===== src/rtl/hilo_muldiv_unit.sv =====
// hilo_muldiv_unit: iterative multiply/divide unit owning the HI/LO registers.
// Multiplies complete after MUL_LAT busy cycles. Divides use a 32-step
// restoring loop followed by one sign-fix cycle.
// Optional macro MDU_MADD_EN enables MADD/MADDU/MSUB/MSUBU (ops 8-11).
module hilo_muldiv_unit #(
  parameter int MUL_LAT = 4,
  parameter int XLEN    = 32
) (
  input  logic            clk,
  input  logic            rst,
  input  logic            start,
  input  logic [3:0]      op,
  input  logic [XLEN-1:0] rs_val,
  input  logic [XLEN-1:0] rt_val,
  input  logic            hilo_read,
  input  logic            flush,
  output logic            busy,
  output logic            stall,
  output logic [XLEN-1:0] hi,
  output logic [XLEN-1:0] lo
);

  typedef enum logic [1:0] {S_IDLE, S_MUL, S_DIV, S_FIX} state_t;

  state_t          state, state_nx;
  logic [4:0]      cnt;
  logic [XLEN-1:0] opa;    // mul operand A / dividend shifting into quotient
  logic [XLEN-1:0] opb;    // mul operand B / divisor magnitude
  logic [XLEN-1:0] rem;    // partial remainder, always < divisor
  logic            msign, rsign, qneg, div0;
  logic            accept;
  logic            dec_mul, dec_div, dec_sgn, dec_mthi, dec_mtlo;
  logic [32:0]     r_sh, diff;
  logic [63:0]     pa, pb, prod, mul_res;
`ifdef MDU_MADD_EN
  logic            dec_acc, dec_sub, acc_en, acc_sub;
`endif

  assign busy   = (state != S_IDLE);
  assign stall  = busy & (start | hilo_read);
  assign accept = start & ~busy & ~flush;

  // Opcode decode; unknown codes fall through as NOP.
  always_comb begin
    dec_mul  = (op == 4'd1) || (op == 4'd2);
    dec_div  = (op == 4'd3) || (op == 4'd4);
    dec_sgn  = (op == 4'd1) || (op == 4'd3);
    dec_mthi = (op == 4'd5);
    dec_mtlo = (op == 4'd6);
`ifdef MDU_MADD_EN
    dec_acc  = (op >= 4'd8) && (op <= 4'd11);
    dec_sub  = (op == 4'd10) || (op == 4'd11);
    dec_mul  = dec_mul | dec_acc;
    dec_sgn  = dec_sgn | (op == 4'd8) | (op == 4'd10);
`endif
  end

  // Multiplier and one restoring-divide step.
  always_comb begin
    pa   = msign ? {{32{opa[31]}}, opa} : {32'b0, opa};
    pb   = msign ? {{32{opb[31]}}, opb} : {32'b0, opb};
    prod = pa * pb;
`ifdef MDU_MADD_EN
    // Prior {hi,lo} is read at completion, so a flushed accumulate is a no-op.
    mul_res = !acc_en ? prod : (acc_sub ? {hi, lo} - prod : {hi, lo} + prod);
`else
    mul_res = prod;
`endif
    r_sh = {rem, opa[31]};
    diff = r_sh - {1'b0, opb};
  end

  // Next-state: flush always wins over everything except reset.
  always_comb begin
    state_nx = state;
    case (state)
      S_IDLE: if (accept && dec_mul)      state_nx = S_MUL;
              else if (accept && dec_div) state_nx = S_DIV;
      S_MUL:  if (cnt == 5'd0) state_nx = S_IDLE;
      S_DIV:  if (cnt == 5'd0) state_nx = S_FIX;
      S_FIX:  state_nx = S_IDLE;
      default: state_nx = S_IDLE;
    endcase
    if (flush) state_nx = S_IDLE;
  end

  // State register.
  always_ff @(posedge clk) begin
    if (rst) state <= S_IDLE;
    else     state <= state_nx;
  end

  // Operand latching, iteration, and HI/LO writeback.
  always_ff @(posedge clk) begin
    if (rst) begin
      hi    <= '0;
      lo    <= '0;
      opa   <= '0;
      opb   <= '0;
      rem   <= '0;
      cnt   <= '0;
      msign <= 1'b0;
      rsign <= 1'b0;
      qneg  <= 1'b0;
      div0  <= 1'b0;
`ifdef MDU_MADD_EN
      acc_en  <= 1'b0;
      acc_sub <= 1'b0;
`endif
    end else begin
      case (state)
        S_IDLE: if (accept) begin
          if (dec_mthi) hi <= rs_val;
          if (dec_mtlo) lo <= rs_val;
          if (dec_mul) begin
            opa   <= rs_val;
            opb   <= rt_val;
            msign <= dec_sgn;
            cnt   <= 5'(MUL_LAT - 1);
`ifdef MDU_MADD_EN
            acc_en  <= dec_acc;
            acc_sub <= dec_sub;
`endif
          end
          if (dec_div) begin
            // Divide on magnitudes; signs are reapplied in the fix cycle.
            opa   <= (dec_sgn && rs_val[31]) ? -rs_val : rs_val;
            opb   <= (dec_sgn && rt_val[31]) ? -rt_val : rt_val;
            rsign <= dec_sgn & rs_val[31];
            qneg  <= dec_sgn & (rs_val[31] ^ rt_val[31]);
            div0  <= (rt_val == '0);
            rem   <= '0;
            cnt   <= 5'd31;
          end
        end
        S_MUL: if (!flush) begin
          if (cnt == 5'd0) {hi, lo} <= mul_res;
          else             cnt <= cnt - 5'd1;
        end
        S_DIV: if (!flush) begin
          opa <= {opa[30:0], ~diff[32]};
          rem <= diff[32] ? r_sh[31:0] : diff[31:0];
          cnt <= cnt - 5'd1;
        end
        S_FIX: if (!flush) begin
          // Divide by zero leaves rem = |rs|, so hi restores to rs_val.
          lo <= div0 ? '1 : (qneg ? -opa : opa);
          hi <= rsign ? -rem : rem;
        end
        default: ;
      endcase
    end
  end

endmodule


===== config.mk =====
export PLATFORM = sky130hd
export DESIGN_NAME = hilo_muldiv_unit
export DESIGN_NICKNAME = d
export VERILOG_FILES = /design/src/rtl/hilo_muldiv_unit.sv
export SDC_FILE = /design/constraint.sdc
export NUM_CORES = 2
export LEC_CHECK = 0
export CAP_MARGIN = 30
export CORE_ASPECT_RATIO = 0.75
export CORE_MARGIN = 4
export CORE_UTILIZATION = 50
export CTS_CLUSTER_SIZE = 40
export DETAILED_ROUTE_END_ITERATION = 12
export PLACE_DENSITY_LB_ADDON = 0.15
export SYNTH_ARGS = -nofsm -noshare
export SYNTH_HDL_FRONTEND = slang
export SYNTH_SLANG_ARGS = --single-unit

===== constraint.sdc =====
create_clock -name clk -period 12.46 [get_ports clk]
set_input_delay 1.869 -clock clk [delete_from_list [all_inputs] [get_ports clk]]
set_output_delay 1.869 -clock clk [all_outputs]
set_load 0.03 [all_outputs]

======== After elaboration in Yosys (flattened, before gate mapping) ========
Index checks and enable logic that the tools add are counted.
word-level totals
  bits in registers ....................... 171
  input port bits ......................... 73
  output and inout port bits .............. 66
  logic and storage cells ................. 117
operators by class
  $add $sub $neg .......................... 6
  multiply operators ...................... 1
  equality and inequality tests ........... 21
  multiplexer cells ....................... 43
  bitwise gates (word level) .............. 10
  reductions and logical operators ........ 25
operators by type and width
  cell                 count
  $mux 32              25
  $pmux 32 s3          2
  $mux 64              2
  $neg 32->32          4
  $pmux 32 s2          2
  $mul 64x64->64       1
  $sub 33x32->33       1
  $logic_not 32->1     1
  $mux 5               6
  $ne 2x2->1 const B   10
  $reduce_and 6->1     3
  $pmux 5 s3           1
  $eq 4x3->1 const B   3
  $reduce_and 3->1     4
  $eq 4x2->1 const B   2
  $mux 2               4
  $pmux 2 s4           1
  $reduce_and 4->1     2
  $ne 3x3->1 const B   2
  $reduce_bool 2->1    3
  $reduce_bool 3->1    2
  $and 1x1->1          5
  $logic_not 5->1      1
  $sub 5x1->5 const B  1
  other kinds (10)     18

======== Depth between registers and ports, before layout ========
  depth after elaboration ................. 8
  gate-level depth with buffers ........... 35
  depth with buffers taken out ............ 33

======== Least setup slack after synthesis ========
OpenSTA, ideal clock, no wires.
  path type ............................... reg2reg
  start point ............................. register opa[31]
  end point ............................... register hi[30]
  setup time .............................. 0.127 ns
  arrival time ............................ 8.884 ns
  slack ................................... 3.449 ns
  stages on the path, launching flop included .. 32
  buffers on the path ..................... 3
  clock period less this slack ............ 9.011 ns
  cells stage by stage .................... dfxtp_1 > and2_1 > clkbuf_1 > clkbuf_1 > nand2_1 > inv_1 > fa_1 > inv_1 > fa_1 > inv_1 > fa_1 > inv_1 > fa_1 > inv_1 > fa_1 > fa_1 > fa_1 > fa_1 > fa_1 > inv_1 > fa_1 > inv_1 > ha_1 > clkbuf_1 > a21oi_1 > o21bai_1 > a21oi_1 > and2_1 > o311ai_0 > nand2_1 > nor4_1 > or3_1
on the way
  word-level cells in the longest chain between the ends .. 5
ends and longest elaborated chain
  element                 line  RTL
  start, declared         27    logic [XLEN-1:0] opa;
  start signal, assigned  116   opa <= rs_val;
  start signal, assigned  127   opa <= (dec_sgn && rs_val[31]) ? -rs_val : rs_val;
  start signal, assigned  141   opa <= {opa[30:0], ~diff[32]};
  $mux 64                 60    pa = msign ? {{32{opa[31]}}, opa} : {32'b0, opa};
  $mul 64x64->64          62    prod = pa * pb;
  $mux 32                 137   if (cnt == 5'd0) {hi, lo} <= mul_res;
  $mux 32                 136   S_MUL: if (!flush) begin
  $pmux 32 s3             111   case (state)
  end signal, assigned    113   if (dec_mthi) hi <= rs_val;
  end signal, assigned    137
  end signal, assigned    148   hi <= rsign ? -rem : rem;
  end, declared           19    output logic [XLEN-1:0] hi,
Every way passes these cells. The select of a mux whose other input is x is not followed.
A chain may end at the register's enable or synchronous reset.

======== Final worst setup path ========
  start point ............................. register opa[31]
  end point ............................... register hi[15]
The elaborated chain is that of the path after synthesis.

==> results.ini <==
[power_and_ir_drop]
combPwrFrac_pct = 40.6
p_int_w = 0.00112
peakVddDrop_mv = 0.0990
pwr-share-seq_pct = 30.5
pwr-share-clk_pct = 28.9
p_leak_nw = 31.5
p_sw_w = 0.000892
pwr_density_cell_nw_per_um2 = 31.7
power_switching_share_pct = 44.4

[detailed_routing]
dr.pass1.iters = 6
antenna_left = 0
routed_via_density = 5.66
vias = 46500
wl_per_cell_um = 25.7
drt_wl_total_mm = 212
route.detailed.drc = 0
first_iter_violations = 4601

[cts]
root_buffer = clkbuf_16
cts_max_path_buffers = 2
cts-htree-levels = 4
clk_pin_slew_ps = 90
clkLatencyLatePin_ps = 510
hold_buffers = 0
ctsResizeCount = 0
cts_tree = yes
postCtsSetupBuffers = 0
cts_buffers = 17
cts.sinks = 171

[placed_design]
place_area_um2 = 62600
io_buffer_count = 138
hpwl_mm = 174
post-place-ws_ps = 2060
globalplace.congestion = 1.02

[global_route]
antenna_found_initial = 8
grt_use_met3_pct = 11.9
grt-busiest-layer = met1
met2_usage_pct = 48.1
grt_pass1_vias = 47700
track_usage_pct = 34.6
grt_overflow_total = 0
grt_start_max_net_pins = 84
use_met1_pct = 51.9
grt_pass1_wl_mm = 318

[die]
die_y_um = 307
ios = 139
rows = 109
start_util_pct = 50.5
die_w_um = 407
die_area_um2 = 125000
core_area_um2 = 118000

[worst_setup_path]
worstPathArrival_ps = 10950
required_ps = 12810
crit_type = flop to flop
cp_max_fo = 12
worst_setup_path_start_kind = flop
rr_worst_depth = 27
cp-end-kind = flop

[yosys]
synth_area_um2 = 59700
synth-seq-cells = 171
synth_edf_count = 0
synthCells = 6750
ys_dominant_reg_cell = dfxtp_1
synth_seq_area_share_pct = 5.73
synth.distinct_cells = 80
async_flop_share_pct = 0
synth_area_per_cell_um2 = 8.85
yosys_warnings = 0
synth_nets = 8595

[timing]
hold_viol_final = 0
slew_viol_final = 0
fmax_mhz = 94.3
tns_ps = 0
relSlewSlack_pct = 27.5
finalWorstSetupSlack_ps = 1860
finClkSkew_ps = 22.6
period_share_pct = 85.1
setup_violations = 0
tightestPinTransition_ps = 1090
period_minus_slack_ps = 10600
rsz0062_at_grt = false

[final_layout]
final_cell_mix = inv_1 (1595), fa_1 (1420), nand2_1 (717)
drive_above_1_share_pct = 3.03
final_cell_area_um2 = 63300
final_common_cell = inv_1
layout.nets = 8495
syn_to_final_growth_pct = 5.90

[hold_path]
holdPathStages = 2
hp-class = flop to flop

[job]
cap_violations = 0

[outcome]
status = finished, final reports clean

==> layout make-up <==
cell class / count / area (µm²)
antenna: 4 / 10.0
clock buffer: 18 / 439
clock inverter: 14 / 154
fill: 11100 / 55000
inverter: 1595 / 5990
multi-input combinational: 4616 / 49000
sequential: 171 / 3450
tap: 1554 / 1940
timing repair buffer: 249 / 2310
==> synth_stat cells (5+ instances only) <==
cell	number	area, µm²
inv_1	1595	5990
fa_1	1420	28400
nand2_1	719	2700
and2_1	517	3230
ha_1	352	4400
clkbuf_1	325	1220
nor2_1	285	1070
a21oi_1	240	1200
o21ai_0	184	921
dfxtp_1	171	3420
xnor2_1	161	1410
xor2_1	97	850
nor3_1	67	335
a211oi_1	52	390
a21o_1	52	390
nand3_1	45	225
o31ai_1	40	300
and3_1	34	213
buf_1	29	109
o21bai_1	27	203
nand2b_1	23	144
a221o_1	22	220
mux2i_1	22	220
nand4_1	21	131
a31oi_1	16	100
or3_1	16	100
or4_1	16	120
a221oi_1	15	131
o41ai_1	14	123
nor2b_1	12	75.1
nor4_1	11	68.8
a311oi_1	9	78.8
buf_2	8	40.0
o21a_1	8	60.1
a31o_2	7	61.3
o211ai_1	7	52.6
o22ai_1	7	43.8
nor3b_1	6	45.0
o31a_1	6	52.6
or2_2	6	37.5
a22oi_1	5	37.5
==> per-layer routing <==
layer	vias to the layer above	part of all wire [%]
li1	20000	-
met1	23900	44
met4	10	2.6
met5	-	0.033
met3	248	13
met2	2421	40
==> state kept, by name, indices dropped and copies added (netlist names) <==
register and cells:
rsign 1, opa 32, state 2, qneg 1
msign 1, opb 32, cnt 5, hi 32
rem 32, lo 32, div0 1
==> power by group through the flow <==
stage / Sequential, W / Clock [W] / Combinational (W)
5_1_grt: 0.000612 / 0.000603 / 0.000875
2_1_floorplan: 0.000609 / 0 / 0.000471
3_3_place_gp: 0.000622 / 0 / 0.000783
3_5_place_dp: 0.000623 / 0 / 0.000789
4_1_cts: 0.000610 / 0.000584 / 0.000793
6_report: 0.000612 / 0.000581 / 0.000816
==> final timing paths <==
| path | startpoint | endpoint | slack [ps] |
|---|---|---|---|
| worst max-delay path | opa[31] | hi[15] | 1860 |
| worst min-delay path | lo[26] | lo[26] | 490 |
| worst max register to register | opa[31] | hi[15] | 1860 |
| worst min register to register | lo[26] | lo[26] | 490 |
==> stage by stage <==
step	std cells	hold slack (ps)	power (W)	utilization (%)
3_5_place_dp	8182	481	0.00141	52.9
5_1_grt	8217	522	0.00209	53.5
2_1_floorplan	6750	451	0.00108	-
4_1_cts	8214	496	0.00199	53.4
6_report	8221	490	0.00201	53.5
3_3_place_gp	8179	480	0.00141	52.9
==> critical path, cell delays in order, from the launching register on <==
cell and delay (ps):
dfxtp_1 810, inv_1 500, nor2_1 620, fa_1 540, fa_1 530, fa_1 580, fa_1 440, fa_1 520
inv_1 50, fa_1 530, inv_1 80, fa_1 480, fa_1 460, fa_1 550, inv_1 70, fa_1 500
inv_1 40, ha_1 420, nand2_1 160, o21ai_0 170, a311oi_1 280, nand2_1 160, o211a_1 280, or3b_2 520
a21oi_1 290, mux2i_1 120, o31ai_1 530, a211oi_1 160
==> cells by family (layout without fill, tap and decap cells) <==
| logic type | count (synthesis) | in the layout | share of synthesized area [%] |
|---|---|---|---|
| compound gates | 757 | 757 | 8.04 |
| fa+ha+maj | 1775 | 1775 | 55.0 |
| simple gates | 1804 | 1804 | 14.7 |
| buf+inv | 1963 | 1876 | 12.4 |
| other cells | 0 | 4 | 0 |
| flops | 171 | 171 | 5.73 |
| mux | 22 | 22 | 0.369 |
| xor+xnor | 258 | 258 | 3.78 |
No activity file was read; power rests on OpenSTA's default activity.
